--- config.mk ---
export PLATFORM = sky130hd
export DESIGN_NAME = dsp_op_sequencer_flat
export DESIGN_NICKNAME = d
export VERILOG_FILES = /design/src/rtl/dsp_op_sequencer_if.sv /design/src/rtl/dsp_op_sequencer.sv /design/src/flat_wrapper.sv
export SDC_FILE = /design/constraint.sdc
export NUM_CORES = 1
export LEC_CHECK = 0
export CORE_ASPECT_RATIO = 1.25
export CORE_UTILIZATION = 44
export DETAILED_ROUTE_END_ITERATION = 6
export PLACE_DENSITY_LB_ADDON = 0.2
export SKIP_CTS_REPAIR_TIMING = 1
export SYNTH_ARGS = -nofsm -noshare
export SYNTH_HDL_FRONTEND = slang
export SYNTH_SLANG_ARGS = --single-unit
--- constraint.sdc ---
create_clock -name CLK -period 2.5 [get_ports CLK]
set_clock_uncertainty 0.05 [all_clocks]
set_input_delay 0.75 -clock CLK [delete_from_list [all_inputs] [get_ports CLK]]
set_output_delay 0.75 -clock CLK [all_outputs]
set_load 0.01 [all_outputs]
--- src/rtl/dsp_op_sequencer_if.sv ---
// Operation handshake and EXE2 control bundle between IPPro decode and the DSP op sequencer.
interface dsp_op_sequencer_if #(
    parameter int unsigned CNT_W = 8
);
    logic             OP_VALID;
    logic             OP_READY;
    logic [3:0]       OP_CODE;
    logic [CNT_W-1:0] OP_COUNT;
    logic             OPND_VALID;
    logic             OPND_TAKE;
    logic [6:0]       OPMODE;
    logic [3:0]       ALUMODE;
    logic             CEA2;
    logic             CEB2;
    logic             CEC;
    logic             CEM;
    logic             BUSY;
    logic             DONE;
    logic             ERR;

    // Decode side: issues operations and supplies operands
    modport master (
        output OP_VALID, OP_CODE, OP_COUNT, OPND_VALID,
        input  OP_READY, OPND_TAKE, OPMODE, ALUMODE, CEA2, CEB2, CEC, CEM, BUSY, DONE, ERR
    );

    // Sequencer side
    modport slave (
        input  OP_VALID, OP_CODE, OP_COUNT, OPND_VALID,
        output OP_READY, OPND_TAKE, OPMODE, ALUMODE, CEA2, CEB2, CEC, CEM, BUSY, DONE, ERR
    );
endinterface

--- src/rtl/dsp_op_sequencer.sv ---
// DSP48E1 control micro-sequencer: accepts one operation, issues its iterations into EXE2
// (inserting bubbles while operands are late), waits out the DSP pipeline, then pulses DONE.
// Optional feature macro: DSPSEQ_MAC_EN compiles in MAC/ACC opcodes and the iteration counter.
module dsp_op_sequencer #(
    parameter int unsigned PIPE_DEPTH = 3,
    parameter int unsigned CNT_W      = 8
) (
    input  logic              CLK,
    input  logic              RESET,
    input  logic              ENABLE,
    dsp_op_sequencer_if.slave bus
);
    localparam int unsigned DRN_W = (PIPE_DEPTH > 1) ? $clog2(PIPE_DEPTH) : 1;

    localparam logic [3:0] OP_NOP = 4'd0;
    localparam logic [3:0] OP_ADD = 4'd1;
    localparam logic [3:0] OP_SUB = 4'd2;
    localparam logic [3:0] OP_MUL = 4'd3;
`ifdef DSPSEQ_MAC_EN
    localparam logic [3:0] OP_MAC = 4'd4;
    localparam logic [3:0] OP_ACC = 4'd5;
`endif

    localparam logic [6:0] OPM_IDLE = 7'h20;

    typedef enum logic [1:0] {IDLE, EXEC, DRAIN, DONE_ST} state_t;

    state_t           state;
    logic [3:0]       op_q;
    logic [DRN_W-1:0] drn_cnt;
`ifdef DSPSEQ_MAC_EN
    logic [CNT_W-1:0] iter_cnt;
    logic             first_q;
`endif

    // Opcodes this build knows how to sequence
    function automatic logic op_legal(input logic [3:0] code);
`ifdef DSPSEQ_MAC_EN
        return code <= OP_ACC;
`else
        return code <= OP_MUL;
`endif
    endfunction

    // Ready only while idle and the pipeline is running
    assign bus.OP_READY = (state == IDLE) & ENABLE & ~RESET;

    // Sequencer FSM with registered EXE2 controls; ENABLE=0 freezes everything
    always_ff @(posedge CLK) begin
        if (RESET) begin
            state         <= IDLE;
            op_q          <= OP_NOP;
            drn_cnt       <= '0;
`ifdef DSPSEQ_MAC_EN
            iter_cnt      <= '0;
            first_q       <= 1'b0;
`endif
            bus.OPMODE    <= OPM_IDLE;
            bus.ALUMODE   <= 4'b0000;
            bus.CEA2      <= 1'b0;
            bus.CEB2      <= 1'b0;
            bus.CEC       <= 1'b0;
            bus.CEM       <= 1'b0;
            bus.OPND_TAKE <= 1'b0;
            bus.BUSY      <= 1'b0;
            bus.DONE      <= 1'b0;
            bus.ERR       <= 1'b0;
        end else if (ENABLE) begin
            bus.OPMODE    <= OPM_IDLE;
            bus.ALUMODE   <= 4'b0000;
            bus.CEA2      <= 1'b0;
            bus.CEB2      <= 1'b0;
            bus.CEC       <= 1'b0;
            bus.CEM       <= 1'b0;
            bus.OPND_TAKE <= 1'b0;
            bus.DONE      <= 1'b0;
            bus.ERR       <= 1'b0;

            case (state)
                IDLE: begin
                    if (bus.OP_VALID) begin
                        if (!op_legal(bus.OP_CODE)) begin
                            bus.ERR <= 1'b1;
                        end else begin
                            op_q     <= bus.OP_CODE;
                            bus.BUSY <= 1'b1;
                            state    <= (bus.OP_CODE == OP_NOP) ? DONE_ST : EXEC;
`ifdef DSPSEQ_MAC_EN
                            first_q  <= 1'b1;
                            // Load N-1; a zero count still runs one iteration
                            iter_cnt <= (bus.OP_COUNT == '0) ? '0 : bus.OP_COUNT - CNT_W'(1);
`endif
                        end
                    end
                end

                EXEC: begin
                    if (bus.OPND_VALID) begin
                        bus.OPND_TAKE <= 1'b1;
                        case (op_q)
                            OP_ADD, OP_SUB: begin
                                bus.OPMODE  <= 7'h33;
                                bus.ALUMODE <= (op_q == OP_SUB) ? 4'b0011 : 4'b0000;
                                bus.CEA2    <= 1'b1;
                                bus.CEB2    <= 1'b1;
                                bus.CEC     <= 1'b1;
                            end
                            OP_MUL: begin
                                bus.OPMODE <= 7'h05;
                                bus.CEA2   <= 1'b1;
                                bus.CEB2   <= 1'b1;
                                bus.CEM    <= 1'b1;
                            end
`ifdef DSPSEQ_MAC_EN
                            OP_MAC: begin
                                bus.OPMODE <= first_q ? 7'h05 : 7'h25;
                                bus.CEA2   <= 1'b1;
                                bus.CEB2   <= 1'b1;
                                bus.CEM    <= 1'b1;
                            end
                            OP_ACC: begin
                                bus.OPMODE <= first_q ? 7'h03 : 7'h23;
                                bus.CEA2   <= 1'b1;
                                bus.CEB2   <= 1'b1;
                            end
`endif
                            default: ;
                        endcase
`ifdef DSPSEQ_MAC_EN
                        first_q <= 1'b0;
                        if (iter_cnt != '0) begin
                            iter_cnt <= iter_cnt - CNT_W'(1);
                        end else begin
                            state   <= DRAIN;
                            drn_cnt <= DRN_W'(PIPE_DEPTH - 1);
                        end
`else
                        state   <= DRAIN;
                        drn_cnt <= DRN_W'(PIPE_DEPTH - 1);
`endif
                    end
                end

                DRAIN: begin
                    if (drn_cnt == '0) begin
                        state <= DONE_ST;
                    end else begin
                        drn_cnt <= drn_cnt - DRN_W'(1);
                    end
                end

                DONE_ST: begin
                    bus.DONE <= 1'b1;
                    bus.BUSY <= 1'b0;
                    state    <= IDLE;
                end

                default: state <= IDLE;
            endcase
        end
    end
endmodule

--- src/flat_wrapper.sv ---
// flat-port wrapper written by rule: the top's interface ports become plain ports
module dsp_op_sequencer_flat 
#(
    parameter int unsigned PIPE_DEPTH = 3,
    parameter int unsigned CNT_W      = 8
)
  (CLK, RESET, ENABLE, bus_OP_VALID, bus_OP_CODE, bus_OP_COUNT, bus_OPND_VALID, bus_OP_READY, bus_OPND_TAKE, bus_OPMODE, bus_ALUMODE, bus_CEA2, bus_CEB2, bus_CEC, bus_CEM, bus_BUSY, bus_DONE, bus_ERR);
  dsp_op_sequencer_if #(.CNT_W(CNT_W)) bus_i ();
  input  logic CLK;
  input  logic RESET;
  input  logic ENABLE;
  input wire logic [$bits(bus_i.OP_VALID)-1:0] bus_OP_VALID;
  input wire logic [$bits(bus_i.OP_CODE)-1:0] bus_OP_CODE;
  input wire logic [$bits(bus_i.OP_COUNT)-1:0] bus_OP_COUNT;
  input wire logic [$bits(bus_i.OPND_VALID)-1:0] bus_OPND_VALID;
  output wire logic [$bits(bus_i.OP_READY)-1:0] bus_OP_READY;
  output wire logic [$bits(bus_i.OPND_TAKE)-1:0] bus_OPND_TAKE;
  output wire logic [$bits(bus_i.OPMODE)-1:0] bus_OPMODE;
  output wire logic [$bits(bus_i.ALUMODE)-1:0] bus_ALUMODE;
  output wire logic [$bits(bus_i.CEA2)-1:0] bus_CEA2;
  output wire logic [$bits(bus_i.CEB2)-1:0] bus_CEB2;
  output wire logic [$bits(bus_i.CEC)-1:0] bus_CEC;
  output wire logic [$bits(bus_i.CEM)-1:0] bus_CEM;
  output wire logic [$bits(bus_i.BUSY)-1:0] bus_BUSY;
  output wire logic [$bits(bus_i.DONE)-1:0] bus_DONE;
  output wire logic [$bits(bus_i.ERR)-1:0] bus_ERR;
  assign bus_i.OP_VALID = bus_OP_VALID;
  assign bus_i.OP_CODE = bus_OP_CODE;
  assign bus_i.OP_COUNT = bus_OP_COUNT;
  assign bus_i.OPND_VALID = bus_OPND_VALID;
  assign bus_OP_READY = bus_i.OP_READY;
  assign bus_OPND_TAKE = bus_i.OPND_TAKE;
  assign bus_OPMODE = bus_i.OPMODE;
  assign bus_ALUMODE = bus_i.ALUMODE;
  assign bus_CEA2 = bus_i.CEA2;
  assign bus_CEB2 = bus_i.CEB2;
  assign bus_CEC = bus_i.CEC;
  assign bus_CEM = bus_i.CEM;
  assign bus_BUSY = bus_i.BUSY;
  assign bus_DONE = bus_i.DONE;
  assign bus_ERR = bus_i.ERR;
  dsp_op_sequencer #(.PIPE_DEPTH(PIPE_DEPTH), .CNT_W(CNT_W)) u_core (.CLK(CLK), .RESET(RESET), .ENABLE(ENABLE), .bus(bus_i));
endmodule
==> qor.yml, run 1 <==
synthFlopType: "dfxtp_1"
start_util_pct: 49.0
worst-endpoint-required_ns: 1.70
peakVddDrop_mv: 0.324
fin_cells: 141
drv_slew: 0
viasPerCell: 5.13
fin_tns_setup_ns: 0
antenna_cells: 0
syn-cell-area_um2: 896
path_cells: "clkdlybuf4s50_1 -> nand2_1 -> nor2_1 -> dlymetal6s2s_1"
grt_setup_unrepaired: "no"
synth_top_cell_area_share_pct: 40.2
syn_inst: 101
power.total_mw: 0.557
drtIter0Drc: 4
clockBufferDepth: 2
yosysSeqAreaShare_pct: 40.2
die-width_um: 42.4
antenna_found_initial: 0
grt_use_total_pct: 15.7
min_period_over_period_pct: 95.8
die_area_um2: 2220
drc: 0
fp.dieH_um: 52.5
port-buffer-count: 24
cts_buffers: 3
coreArea_um2: 1830
rows: 17
drtAntennaViolNets: 0
post-place-ws_ns: -0.269
grt_overflow: 0
finalHoldViolCount: 0
synth_enable_flop_cells: 0
ys_async_sr_fraction_pct: 0
grt_pass1_wl_um: 2620
layout-drive-gt1-share_pct: 7.38
cts_root_buffer: "clkbuf_4"
grt_pass1_vias: 624
slowest_delay_ns: 0.49
syn_avg_cell_area_um2: 8.87
setup_viol: 0
area_growth_syn_to_layout_pct: 27.2
power.density_nw_per_um2: 489
gp_congestion: 0.731
crit_family: "buffers and inverters"
setup.worst_path.end_class: "primary output"
crit_fanout: 2
fmax_mhz: 418
layout_setup_ws_ns: 0.106
finalNetCount: 147
status: "finished, final reports clean"
maxCapViolations: 0
critPathKind: "in2out"
arrival_ns: 1.59
post-dp-hpwl_um: 1320
synth_area_leader_cell: "dfxtp_1"
ys_types: 26
routedWlPerCell_um: 12.1
num_vias: 724
post-route-util_pct: 62.3
hp-class: "reg2reg"
fillers: 172
first_pass_iters: 2
yosys_warnings: 0
grt_max_degree: 19
htree_levels: 1
layout_common_cells: "23 x clkdlybuf4s50_1, 18 x dfxtp_1, 10 x nand2b_1"
ys_top_cells_by_area: "dfxtp_1 40%, buf_4 8.4%, ha_1 8.4%"
period_needed_ns: 2.39
ys_seq_elements: 18
cts.sinks: 18
path_clk_slew_ns: 0.10
layout_commonest_cell: "clkdlybuf4s50_1"
cts_tree: "yes"
leakagePower_nw: 0.429
start_kind: "input pin"
io_pins: 37
drt-total-wl_um: 1700
worst-path-buf-inv: 2
critPathSlowestCell: "clkdlybuf4s50_1"
clock_latency_ns: 0.29
dp.cells: 138
## cells in the mapped netlist (2+ instances only)
master and n:
nor2_1 7, o2111ai_1 3, nor3b_1 2, nor2b_1 2, nand2_1 6, inv_1 5
nand3b_1 2, ha_1 6, a21oi_1 9, clkbuf_1 3, buf_4 10, nand3_1 2
nand2b_1 10, mux2i_1 2, dfxtp_1 18, a211oi_1 4
## worst reg2reg max path, cell delays in order (launching register included)
cell and delay, ns:
dfxtp_1 0.35, inv_1 0.13, ha_1 0.22, nand2_1 0.08, buf_4 0.13, nor2b_1 0.25, buf_4 0.19, o22ai_1 0.07
nor2_1 0.08
## layer usage
| layer | vias up | share of wire (%) | track usage [%] |
|---|---|---|---|
| li1 | 369 | - | - |
| met1 | 339 | 42 | 17.3 |
| met2 | 14 | 54 | 28.2 |
| met3 | 2 | 3.3 | 2.41 |
| met4 | 0 | 0.70 | 9.38 |
| met5 | - | 0 | 0 |
## report_power, final
part / switching (mW) / internal, mW
sequential: 0.00640 / 0.297
combinational: 0.0573 / 0.0530
clock: 0.0876 / 0.0561
## layout make-up
type	count	area [um2]	area share [%]
multi-input combinational	68	442	38.7
clock buffer	3	22.5	1.98
sequential	18	360	31.6
inverter	5	18.8	1.65
tap	19	23.8	2.09
timing repair buffer	28	273	23.9
## cells by family after synthesis
kind of cell             share of synthesized area, %
buffers and inverters                            11.7
other                                           0.419
AO/OA/AOI/OAI                                    13.4
adder cells (fa/ha/maj)                          8.38
AND/OR/NAND/NOR                                  22.6
XOR/XNOR                                        0.978
flip-flops                                       40.2
multiplexers                                     2.23
## path summary, 6_finish.rpt
kind                     start  slack [ns]  cells past startpoint                end
max                     ENABLE        0.11                      4       bus_OP_READY
min          u_core.drn_cnt[0]        0.41                      2  u_core.drn_cnt[0]
max reg2reg    u_core.state[0]        0.90                      8    u_core.bus.BUSY
min reg2reg  u_core.drn_cnt[0]        0.41                      2  u_core.drn_cnt[0]
## sequential cells by signal, indices dropped and copies added (netlist names)
register              count
u_core.bus.CEA2           1
u_core.bus.BUSY           1
u_core.bus.DONE           1
u_core.bus.ERR            1
u_core.bus.OPND_TAKE      1
u_core.bus.CEC            1
u_core.drn_cnt            2
u_core.op_q               4
u_core.bus.OPMODE         2
u_core.bus.CEM            1
u_core.bus.ALUMODE        1
u_core.state              2
## metrics by stage
stage                     instance area [um2]  hold slack [ns]
after global routing                     1140            0.446
after floorplan                           907            0.386
after CTS                                1140            0.413
after detailed placement                 1110            0.400
after global placement                   1110            0.393
final                                    1140            0.411
Power figures use the tool's default switching activity.
==> run 2: changes to the inputs <==
--- a/config.mk
+++ b/config.mk
@@ -6,10 +6,12 @@
 export NUM_CORES = 1
 export LEC_CHECK = 0
 export CORE_ASPECT_RATIO = 1.25
+export CORE_MARGIN = 3
 export CORE_UTILIZATION = 44
 export DETAILED_ROUTE_END_ITERATION = 6
 export PLACE_DENSITY_LB_ADDON = 0.2
 export SKIP_CTS_REPAIR_TIMING = 1
+export SLEW_MARGIN = 0
 export SYNTH_ARGS = -nofsm -noshare
 export SYNTH_HDL_FRONTEND = slang
 export SYNTH_SLANG_ARGS = --single-unit
==> qor.yml, run 2 (synthesized netlist as in run 1, its figures left out) <==
layout_commonest_cell: "clkdlybuf4s50_1"
min_to: "u_core.drn_cnt[0]"
critPathKind: "in2out"
worst-path-buf-inv: 2  # unchanged
arrival_ns: 1.60  # about the same
drv_slew: 0  # unchanged
drt-total-wl_um: 1740  # +2.0%
hp-class: "reg2reg"
combPwrFrac_pct: 18.1  # -1.7 points
p_sw_mw: 0.156  # +3.2%
period_needed_ns: 2.40  # +0.00370 ns
start_util_pct: 48.4  # -0.56 points
layout_common_cells: "23 x clkdlybuf4s50_1, 18 x dfxtp_1, 10 x nand2b_1"
crit_family: "buffers and inverters"
finalNetCount: 146  # -0.68%
leakagePower_nw: 0.432  # +0.59%
rrSetupSlack_ns: 0.96  # +0.06 ns
die_area_um2: 2620  # +18%
viasPerCell: 5.18  # +0.97%
rows: 17  # unchanged
coreArea_um2: 1850  # +1.2%
peakVddDrop_mv: 0.392  # +21%
gp_congestion: 0.741  # +1.4%
internal-power_mw: 0.436  # +7.3%
r2r_cells: 6  # -2
grt_use_total_pct: 15.0  # -0.66 points
port-buffer-count: 24  # unchanged
antenna_cells: 0  # unchanged
seqPwrFrac_pct: 51.2  # -3.2 points
routedWlPerCell_um: 12.3  # +2.0%
num_vias: 731  # +0.97%
cts.sinks: 18  # unchanged
min_from: "u_core.drn_cnt[0]"
area_growth_syn_to_layout_pct: 27.9
cts_tree: "yes"
cts_root_buffer: "clkbuf_4"
antenna_found_initial: 0  # unchanged
grt_max_degree: 19  # unchanged
setup_viol: 0  # unchanged
power.total_mw: 0.592  # +6.2%
post-dp-hpwl_um: 1350  # +1.9%
layout_setup_ws_ns: 0.102  # -0.00370 ns
drc: 0  # unchanged
largest_reg_flops: 4  # unchanged
maxCapViolations: 0  # unchanged
grt_setup_unrepaired: "no"
grt_pass1_wl_um: 2930  # +12%
setup.worst_path.end_class: "primary output"
worst-endpoint-required_ns: 1.70  # about the same
grt_pass1_vias: 689  # +10%
cts_buffers: 3  # unchanged
status: "finished, final reports clean"
post-place-ws_ns: -0.296  # -0.0264 ns
layout-drive-gt1-share_pct: 7.38  # unchanged
path_clk_slew_ns: 0.11  # about the same
start_kind: "input pin"
clockBufferDepth: 2  # unchanged
crit_fanout: 2  # unchanged
whs_path_depth: 2  # unchanged
path_cells: "clkdlybuf4s50_1 -> nand2_1 -> nor2_1 -> dlymetal6s2s_1"
first_pass_iters: 4  # +2
drtAntennaViolNets: 0  # unchanged
htree_levels: 1  # unchanged
r2r_start: "u_core.state[1]"
grt_overflow: 0  # unchanged
critPathSlowestCell: "clkdlybuf4s50_1"
pwr-share-clk_pct: 30.6  # +4.8 points
die-width_um: 46.4  # +9.4%
fmax_mhz: 417  # -0.15%
power.density_nw_per_um2: 516  # +5.6%
min_period_over_period_pct: 95.9  # +0.15 points
post-route-util_pct: 61.9  # -0.38 points
hold_ws_ns: 0.411  # -0.0000450 ns
fp.dieH_um: 56.5  # +7.6%
finalHoldViolCount: 0  # unchanged
slowest_delay_ns: 0.48  # about the same
r2r-end: "u_core.state[1]"
fin_tns_setup_ns: 0  # unchanged
regMostFlops: "u_core.op_q"
drtIter0Drc: 4  # unchanged
io_pins: 37  # unchanged
switching_share_pct: 26.4  # -0.77 points
clock_latency_ns: 0.30  # about the same
==> run 2: layer usage <==
metal  vias to the layer above  share of wire (%)  global-route usage, %
li1                        372                  -                      -
met5                         -                  0                      0
met1                       329                 41                   18.3
met4                         0                2.4                   7.32
met3                         5                5.2                   1.92
met2                        25                 51                   24.8
==> run 2: stage by stage <==
step           instance area (um2)  instances
6_report                      1150        141
5_1_grt                       1150        141
4_1_cts                       1140        141
3_5_place_dp                  1110        137
3_3_place_gp                  1110        137
2_1_floorplan                  907        104
==> run 2: cell type report <==
type / count / area, um2
inverters: 5 / 18.8
flip-flops and latches: 18 / 360
clock buffers: 4 / 36.3
multi-input cells: 68 / 442
repair buffers: 27 / 265
fillers: 165 / 704
well taps: 19 / 23.8
==> run 2: tightest hold or removal path, cell delays in order (launching register included) <==
cell	delay [ns]
dfxtp_1	0.32
nand2_1	0.05
a21oi_1	0.05
==> run 2: worst max-delay path by stage <==
| stage | from | to | depth (start not counted) |
|---|---|---|---|
| detailed placement | ENABLE | bus_OP_READY | 4 |
| global placement | ENABLE | bus_OP_READY | 4 |
| floorplan | RESET | bus_OP_READY | 3 |
| CTS | ENABLE | bus_OP_READY | 4 |
| finish | ENABLE | bus_OP_READY | 4 |
| global route | ENABLE | bus_OP_READY | 4 |
==> run 2: power by group through the flow <==
| stage | registers (mW) | clock network (mW) | logic, mW |
|---|---|---|---|
| 2_1_floorplan | 0.310 | 0 | 0.0711 |
| 6_report | 0.303 | 0.181 | 0.107 |
| 3_3_place_gp | 0.309 | 0 | 0.105 |
| 5_1_grt | 0.305 | 0.194 | 0.121 |
| 4_1_cts | 0.303 | 0.186 | 0.108 |
| 3_5_place_dp | 0.310 | 0 | 0.108 |
==> run 3: changes to the inputs <==
--- a/config.mk
+++ b/config.mk
@@ -9,7 +9,7 @@
 export CORE_MARGIN = 3
 export CORE_UTILIZATION = 44
 export DETAILED_ROUTE_END_ITERATION = 6
-export PLACE_DENSITY_LB_ADDON = 0.2
+export PLACE_DENSITY = 0.88
 export SKIP_CTS_REPAIR_TIMING = 1
 export SLEW_MARGIN = 0
 export SYNTH_ARGS = -nofsm -noshare
==> qor.yml, run 3 (synthesized netlist as in run 1, its figures left out) <==
viasPerCell: 5.39  # +4.0%
grt_overflow: 0  # unchanged
area_growth_syn_to_layout_pct: 27.9  # unchanged
final_cell_area_um2: 1150  # unchanged
first_pass_iters: 4  # unchanged
maxCapViolations: 0  # unchanged
pwr-share-clk_pct: 29.9  # -0.7 points
htree_levels: 1  # unchanged
grt_pass1_vias: 699  # +1.5%
min_period_over_period_pct: 97.2  # +1.3 points
dp.cells: 137  # unchanged
num_vias: 760  # +4.0%
power.density_nw_per_um2: 513  # -0.73%
setup.worst_path.end_class: "primary output"
finalNetCount: 146  # unchanged
layout_common_cells: "23 x clkdlybuf4s50_1, 18 x dfxtp_1, 10 x nand2b_1"
hp-class: "reg2reg"
clockBufferDepth: 2  # unchanged
switching_share_pct: 25.8  # -0.57 points
grt_max_degree: 19  # unchanged
fin_tns_setup_ns: 0  # unchanged
r2r-end: "u_core.state[1]"
port-buffer-count: 24  # unchanged
grt_pass1_wl_um: 2850  # -2.8%
regMostFlops: "u_core.op_q"
min_from: "u_core.op_q[3]"
status: "finished, final reports clean"
whs_path_depth: 1  # -1
drt-total-wl_um: 1760  # +1.1%
routedWlPerCell_um: 12.5  # +1.1%
p_sw_mw: 0.152  # -2.9%
die-width_um: 46.4  # unchanged
seqPwrFrac_pct: 51.6  # +0.4 points
fmax_mhz: 411  # -1.4%
cts.sinks: 18  # unchanged
internal-power_mw: 0.436  # about the same
antenna_found_initial: 0  # unchanged
leakagePower_nw: 0.432  # unchanged
cts_buffers: 3  # unchanged
coreArea_um2: 1850  # unchanged
peakVddDrop_mv: 0.295  # -25%
layout_commonest_cell: "clkdlybuf4s50_1"
critPathKind: "in2out"
largest_reg_flops: 4  # unchanged
post-dp-hpwl_um: 1370  # +2.0%
arrival_ns: 1.63  # +0.03 ns
placed_cell_area_um2: 1110  # unchanged
post-place-ws_ns: -0.280  # +0.0155 ns
min_to: "u_core.op_q[3]"
fp.dieH_um: 56.5  # unchanged
gp_congestion: 0.771  # +4.0%
finalHoldViolCount: 0  # unchanged
cts_tree: "yes"
fillers: 155  # -6.1%
setup_viol: 0  # unchanged
antenna_cells: 0  # unchanged
rows: 17  # unchanged
layout-drive-gt1-share_pct: 7.38  # unchanged
r2r_start: "u_core.state[0]"
drc: 0  # unchanged
fin_cells: 141  # unchanged
cp-startpoint: "ENABLE"
worst-endpoint-required_ns: 1.70  # about the same
clock_latency_ns: 0.29  # about the same
die_area_um2: 2620  # unchanged
io_pins: 37  # unchanged
start_kind: "input pin"
layout_setup_ws_ns: 0.0691  # -0.0329 ns
drv_slew: 0  # unchanged
grt_use_total_pct: 14.6  # -0.49 points
period_needed_ns: 2.43  # +0.0329 ns
drtAntennaViolNets: 0  # unchanged
crit_fanout: 2  # unchanged
power.total_mw: 0.588  # -0.73%
grt_setup_unrepaired: "no"
start_util_pct: 48.4  # unchanged
cts_root_buffer: "clkbuf_4"
path_clk_slew_ns: 0.09  # -0.02 ns
r2r_cells: 6  # unchanged
drtIter0Drc: 18  # +14
combPwrFrac_pct: 18.5  # +0.4 points
rrSetupSlack_ns: 0.90  # -0.06 ns
-- run 3: cell counts in the layout (fill, tap and decap cells not counted) --
Identical to the previous run, type by type.
-- run 3: critical path, cell delays in order --
cell and delay [ns]:
clkdlybuf4s50_1 0.50, nand2_1 0.08, nor2_1 0.12, dlymetal6s2s_1 0.18
-- run 3: power by group through the flow --
stage | Combinational (mW) | Sequential [mW] | Clock, mW
global route | 0.121 | 0.304 | 0.196
detailed placement | 0.108 | 0.310 | 0
finish | 0.109 | 0.303 | 0.176
global placement | 0.103 | 0.309 | 0
floorplan | 0.0711 | 0.310 | 0
CTS | 0.108 | 0.303 | 0.183
-- run 3: stage by stage --
step           hold slack, ns  util, %
2_1_floorplan           0.386        -
3_3_place_gp            0.393     59.8
3_5_place_dp            0.408     59.8
4_1_cts                 0.422     61.8
5_1_grt                 0.437     61.9
6_report                0.422     61.9
-- run 3: worst max-delay path by stage --
stage,to,slack (ns),cells after the start
3_5_place_dp,bus_OP_READY,-0.28,4
6_report,bus_OP_READY,0.07,4
5_1_grt,bus_OP_READY,0.04,4
4_1_cts,bus_OP_READY,-0.30,4
3_3_place_gp,bus_OP_READY,-0.28,4
2_1_floorplan,bus_OP_READY,0.28,3
-- run 3: per-layer routing --
layer	vias up	global-route usage, %	routed length, um
met5	-	0	0
met4	0	6.10	27
met3	8	3.21	141
met2	38	23.4	881
met1	340	17.9	707
li1	374	-	-
-- run 3: layout make-up --
cell class | count | area, um2 | share of cell area, %
Sequential cell | 18 | 360 | 31.4
Clock buffer | 4 | 36.3 | 3.17
Tap cell | 19 | 23.8 | 2.07
Timing Repair Buffer | 27 | 265 | 23.1
Multi-Input combinational cell | 68 | 442 | 38.5
Inverter | 5 | 18.8 | 1.64
